==> config.mk <==
export PLATFORM = sky130hd
export DESIGN_NAME = pc_sequencer
export DESIGN_NICKNAME = d
export VERILOG_FILES = /design/src/rtl/pc_sequencer.sv
export SDC_FILE = /design/constraint.sdc
export NUM_CORES = 1
export LEC_CHECK = 0
export CAP_MARGIN = 10
export CORE_AREA = 2 2 104 86
export DETAILED_ROUTE_END_ITERATION = 6
export DIE_AREA = 0 0 106 88
export PLACE_DENSITY = 0.76
export SLEW_MARGIN = 20
export SYNTH_ARGS = -nofsm -noshare
export SYNTH_HDL_FRONTEND = slang
export SYNTH_SLANG_ARGS = --single-unit
==> constraint.sdc <==
create_clock -name clock -period 2.15 [get_ports clock]
set_input_delay 0.43 -clock clock [delete_from_list [all_inputs] [get_ports clock]]
set_output_delay 0.43 -clock clock [all_outputs]
set_load 0.01 [all_outputs]
==> src/rtl/pc_sequencer.sv <==
// Program-counter and fetch sequencer: fetches one instruction word, holds it until execute accepts it, then computes the next PC.
// Optional `PC_SEQ_HALT_EN` adds a halt input and a terminal HALT state.
module pc_sequencer #(
  parameter int ADDR_W = 12
) (
  input  logic              clock,
  input  logic              reset_n,
  output logic              imem_req,
  output logic [ADDR_W-1:0] imem_addr,
  input  logic              imem_ready,
  input  logic [31:0]       imem_rdata,
  output logic [31:0]       insn,
  output logic              insn_valid,
  input  logic              insn_ready,
  input  logic [12:0]       ctrl,
  input  logic              cond_ne,
  input  logic              cond_lt,
  input  logic              rstatus_nz,
  input  logic [31:0]       rd_value,
`ifdef PC_SEQ_HALT_EN
  input  logic              halt,
`endif
  output logic [ADDR_W-1:0] pc,
  output logic [ADDR_W-1:0] link_pc
);

  typedef enum logic [1:0] {
    ST_START = 2'd0,
    ST_FETCH = 2'd1,
    ST_ISSUE = 2'd2
`ifdef PC_SEQ_HALT_EN
    , ST_HALT = 2'd3
`endif
  } state_t;

  state_t            state, state_nxt;
  logic              load_insn;
  logic              accept;
  logic [ADDR_W-1:0] seq_pc;
  logic [ADDR_W-1:0] br_pc;
  logic [ADDR_W-1:0] next_pc;

  // Flow-control decode of the control word.
  logic is_setx, is_bex, is_blt, is_jr, is_jal, is_bne, is_j;
  assign {is_setx, is_bex, is_blt, is_jr, is_jal, is_bne, is_j} = ctrl[12:6];

  // Setx, the low control bits and the upper Jr bits have no effect on the PC.
  logic unused_ok;
  assign unused_ok = ^{is_setx, ctrl[5:0], rd_value[31:ADDR_W]};

  // NOTE: every signal written here gets a default first so no latch is inferred.
  always_comb begin
    state_nxt = state;
    load_insn = 1'b0;
    accept    = 1'b0;
    case (state)
      ST_START: state_nxt = ST_FETCH;
      ST_FETCH: begin
        if (imem_ready) begin
          load_insn = 1'b1;
          state_nxt = ST_ISSUE;
        end
      end
      ST_ISSUE: begin
        if (insn_ready) begin
          accept    = 1'b1;
          state_nxt = ST_FETCH;
`ifdef PC_SEQ_HALT_EN
          if (halt) state_nxt = ST_HALT;
`endif
        end
      end
`ifdef PC_SEQ_HALT_EN
      ST_HALT:  state_nxt = ST_HALT;
`endif
      default:  state_nxt = ST_START;
    endcase
  end

  // Arithmetic wraps naturally at ADDR_W bits; the 17-bit offset is sign-extended or truncated to fit.
  assign seq_pc = pc + ADDR_W'(1);
  assign br_pc  = seq_pc + ADDR_W'($signed(insn[16:0]));

  always_comb begin
    next_pc = seq_pc;
    if (is_jr)                    next_pc = rd_value[ADDR_W-1:0];
    else if (is_j || is_jal)      next_pc = insn[ADDR_W-1:0];
    else if (is_bex && rstatus_nz) next_pc = insn[ADDR_W-1:0];
    else if (is_bne && cond_ne)   next_pc = br_pc;
    else if (is_blt && cond_lt)   next_pc = br_pc;
  end

  // NOTE: sequential state uses non-blocking assignments so all registers update from pre-edge values.
  always_ff @(posedge clock or negedge reset_n) begin
    if (!reset_n) begin
      state <= ST_START;
      pc    <= '0;
      insn  <= '0;
    end else begin
      state <= state_nxt;
      if (load_insn) insn <= imem_rdata;
      if (accept)    pc   <= next_pc;
    end
  end

  assign imem_req   = (state == ST_FETCH);
  assign insn_valid = (state == ST_ISSUE);
  assign imem_addr  = pc;
  assign link_pc    = seq_pc;

endmodule

# Word-level counts from Yosys, hierarchy flattened
# Cells that the tools add are included.
# word_totals
input_bits	84
ff_bits	46
elab_cells	27
out_inout_bits	70
# op_classes
n_eq_ne	4
n_reduce_logical	6
n_addsub	2
n_mux	12
# ops
op	count
$mux 12	5
$add 12x1->12 const B	1
$add 12x12->12	1
$pmux 2 s3	1
$mux 1	4
$mux 2	2
$ne 2x1->1 const B	2
$logic_and 1x1->1	3
$eq 2x1->1 const B	1
$eq 2x2->1 const B	1
$logic_not 2->1	1
$reduce_and 2->1	1
$logic_or 1x1->1	1

# Depth between registers and ports, before layout
# logic_depth
depth_word	7
mapped_depth	12
ltp_nobuf	12

# Least setup slack after synthesis
# No wires, ideal clock.
# synth_timing
path_type	register to register
startpoint	register pc[2], in the netlist imem_addr[2]
endpoint	register pc[11], in the netlist imem_addr[11]
arrival_time_ps	2523
setup_ps	124
stages_incl_launch_ff	12
required_time_ps	2026
synth_period_minus_slack_ps	2647
setup_slack_ps	-497
n_path_buf	0
cell_sequence	dfrtp_1 -> nand3_2 -> nor2_2 -> nand3_1 -> xnor2_1 -> ha_1 -> a21oi_1 -> a21boi_0 -> a311oi_2 -> mux2i_1 -> xor2_1 -> o21ai_1
# synth_via
elab_chain_cells	7
# synth_lines
item	line	rtl
from (decl)	23	output logic [ADDR_W-1:0] pc,
from (signal assigned)	102	if (accept) pc <= next_pc;
$add 12x1->12 *	81	assign seq_pc = pc + ADDR_W'(1);
named net link_pc[9]	24	output logic [ADDR_W-1:0] link_pc
$add 12x12->12 *	82	assign br_pc = seq_pc + ADDR_W'($signed(insn[16:0]));
$mux 12	90	else if (is_blt && cond_lt) next_pc = br_pc;
$mux 12 *	89	else if (is_bne && cond_ne) next_pc = br_pc;
$mux 12 *	88	else if (is_bex && rstatus_nz) next_pc = insn[ADDR_W-1:0];
$mux 12 *	87	else if (is_j || is_jal) next_pc = insn[ADDR_W-1:0];
$mux 12 *	86	if (is_jr) next_pc = rd_value[ADDR_W-1:0];
# Mark *: on every way through the listed nets, which the timed path passes. The rest lies on a longest branch.
# A chain may end at the register's enable or synchronous reset.

# Worst setup path after layout
# layout_timing
startpoint	register pc[5], in the netlist imem_addr[5]
endpoint	register pc[11], in the netlist imem_addr[11]
# layout_via
elab_chain_cells	7
# layout_lines
item	line
$add 12x1->12 *	81
$add 12x12->12	82
$mux 12	90
$mux 12 *	89
$mux 12 *	88
$mux 12 *	87
$mux 12 *	86
# Mark *: on every way between the ends. The rest lies on a longest branch, timed or not.

==> results.yml <==
run_status:
  status: "finished, violations left"
  violations: "setup timing"
synth:
  synth-edff-count: 0
  syn_avg_cell_area_um2: 10.0
  netlist_area_mm2: 0.00291
  ys_async_sr_fraction_pct: 100
  ys_warn_count: 0
  ys_seq_area_share_pct: 39.6
  synth_ff_type: "dfrtp_1"
  synth_top_cell_by_area: "dfrtp_1"
  synthesis.nets: 390
  synth_top_area_share_pct: 39.6
  ys_ff_latch: 46
  synthTopCellsByArea: "dfrtp_1 (40%), mux2_2 (12%), ha_1 (6.4%)"
  synthCells: 290
  synth.distinct_cells: 50
place:
  placed_cells: 570
  dp_slack_ns: -0.374
  io_buffers: 126
  post_dp_cell_area_mm2: 0.00478
  gp_congestion: 0.843
  hpwl_mm: 7.05
timing:
  setup_viol: 12
  worst_slew_pin_slew_ns: 0.604
  clock_skew_ns: 0.00985
  slew_violations: 0
  timing.final.crit_share_pct: 114
  worst_slack_ns: -0.307
  slew_headroom_pct: 59.7
  tns_ns: -1.66
  period_minus_slack_ns: 2.46
  hold_viol: 0
  rsz0062_at_grt: "true"
  fmax_mhz: 407
global_routing:
  track_usage_pct: 20.3
  grt_pass1_wl_mm: 14.8
  antenna_found_initial: 0
  overflow: 0
  first_global_vias: 2995
  grt_max_degree: 47
floorplanning:
  dieHeight_um: 88
  die_area_mm2: 0.00933
  boundaryPins: 154
  initial_core_util_pct: 35.1
  rows: 30
  design.core.area_mm2: 0.00830
  die_x_um: 106
worst_setup_path:
  start_kind: "flip-flop"
  critPathCaptureType: "flip-flop"
  criticalPathCategory: "flip-flop to flip-flop"
  crit_chain: "nand4_1 > nor2_4 > nand3_4 > xnor2_4 > ha_4 > and2_4 > a311oi_2 > mux2i_1 > xor2_1 > o21ai_1"
  slowest_stage: "dfrtp_2"
  cp.required_ns: 2.36
  arrival_ns: 2.67
  worstSetupPathDepth: 10
  critPathMaxStageDelay_ns: 0.37
  path_max_fanout: 4
  worst-path-buf-inv: 0
  r2r_cells: 10
  crit_family: "simple AND/OR/NAND/NOR gates"
route:
  routed_via_density: 5.04
  drc: 0
  detail_route.first_pass.iterations: 4
  drt-initial-drc-count: 106
  vias: 2956
  wirelength_mm: 9.43
  ant_nets: 0
  routedWlPerCell_um: 16.1
power_and_ir_drop:
  switching_share_pct: 40.2
  pwr-share-seq_pct: 19.7
  peakVddDrop_uv: 657
  power_switching_uw: 3440
  p_leak_uw: 0.00219
  p_clk_share_pct: 6.8
  p_per_area_mw_per_mm2: 1640
  p_int_uw: 5120
  power.share.combinational_pct: 73.5
final_layout:
  layoutNonFillerInstCount: 586
  drive_gt1_share_pct: 37.3
  final_nets: 573
  mostFrequentLayoutCell: "clkdlybuf4s50_1"
  finish.utilization_pct: 63.0
  design_area_mm2: 0.00523
  fillers: 662
  antenna_cells: 0
  syn2layout_area_growth_pct: 79.7
  mostFrequentLayoutCells: "clkdlybuf4s50_1 (114), buf_4 (68), dfrtp_1 (39), mux2_2 (32)"
clock_tree:
  h-tree-depth: 2
  cts_tree: "built"
  path_clk_slew_ns: 0.10
  cts_hold_buf: 0
  clk_path_buf_depth: 2
  cts_num_sinks: 46
  cts.root.buffer_cell: "clkbuf_8"
  cts_buffers: 5
  worstSkewPairLatency_ns: 0.31
worst_hold_path:
  hp-class: "primary input to asynchronous set/reset pin"
job:
  maxCapViolCount: 0
-- state kept, by name, summed over array words and instances, names as in the netlist --
register	count
imem_addr	12
state	2
insn	32
-- repair_timing --
| action | in CTS | in global routing |
|---|---|---|
| pin swaps | 25 | 12 |
| gates resized for setup | 70 | 19 |
| buffers inserted | 8 | 2 |
| endpoints found under the setup margin | 19 | 19 |
-- routing by layer --
metal / wire, um / global-route usage, % / up-vias
met5: 0 / 0 / -
met4: 151 / 5.98 / 0
met3: 741 / 6.47 / 15
met2: 4650 / 35.5 / 117
met1: 3890 / 24.3 / 1418
li1: - / - / 1406
-- cells in the mapped netlist, types with 8 or more instances --
| library cell | instances |
|---|---|
| buf_2 | 10 |
| xor2_1 | 8 |
| nand3_1 | 8 |
| a21oi_1 | 19 |
| nor2_1 | 23 |
| ha_1 | 15 |
| xnor2_1 | 10 |
| buf_4 | 13 |
| o21ai_0 | 15 |
| mux2_2 | 32 |
| nand2_1 | 24 |
| dfrtp_1 | 46 |
-- worst register-to-register path: cells and delay by family, from the launching register on --
family	cells	cell delay (ns)
AO/OA/AOI/OAI	2	0.36
XOR/XNOR	2	0.40
adder cells (fa/ha/maj)	1	0.26
flip-flops	1	0.37
multiplexers	1	0.27
AND/OR/NAND/NOR	4	0.69
-- final timing paths --
check,start,to,slack (ns)
max,imem_addr[5]$_DFFE_PN0P_,imem_addr[11]$_DFFE_PN0P_,-0.31
min,reset_n,imem_addr[8]$_DFFE_PN0P_,0.18
max reg2reg,imem_addr[5]$_DFFE_PN0P_,imem_addr[11]$_DFFE_PN0P_,-0.31
min reg2reg,insn[25]$_DFFE_PN0P_,insn[25]$_DFFE_PN0P_,0.51
max in group asynchronous,reset_n,imem_addr[2]$_DFFE_PN0P_,1.52
min in group clock,insn[25]$_DFFE_PN0P_,insn[25]$_DFFE_PN0P_,0.51
-- logic make-up (layout without fill, tap and decap cells) --
kind of cell	Yosys count	in the layout	synth area share, %
muxes	34	34	13.1
adders and majority gates	16	16	7.14
and+or+nand+nor	75	75	12.0
buffers and inverters	30	214	5.98
xor gates and xnor gates	19	19	5.98
AOI/OAI and AO/OA	70	70	16.3
DFF	46	46	39.6
-- final cells by class --
type / instances / area [um2] / share of cell area, %
Multi-Input combinational cell: 214 / 1980 / 37.8
Tap cell: 112 / 140 / 2.68
Clock buffer: 5 / 68.8 / 1.32
Timing Repair Buffer: 200 / 1830 / 35.1
Inverter: 6 / 22.5 / 0.431
Clock inverter: 3 / 25.0 / 0.478
Sequential cell: 46 / 1160 / 22.2
-- power groups by stage --
| stage | combinational [uW] | sequential (uW) | clock, uW |
|---|---|---|---|
| 6_report | 6290 | 1690 | 584 |
| 5_1_grt | 6760 | 1750 | 644 |
| 4_1_cts | 6010 | 1670 | 601 |
| 3_5_place_dp | 5500 | 1670 | 0 |
| 3_3_place_gp | 5340 | 1640 | 0 |
| 2_1_floorplan | 2510 | 1910 | 0 |
-- per-stage QoR --
| step | hold slack [ns] | power, uW |
|---|---|---|
| floorplan | 0.134 | 4420 |
| global route | 0.223 | 9150 |
| finish | 0.180 | 8560 |
| CTS | 0.227 | 8280 |
| detailed placement | 0.494 | 7170 |
| global placement | 0.478 | 6990 |
No activity file was read; power rests on OpenSTA's default activity.
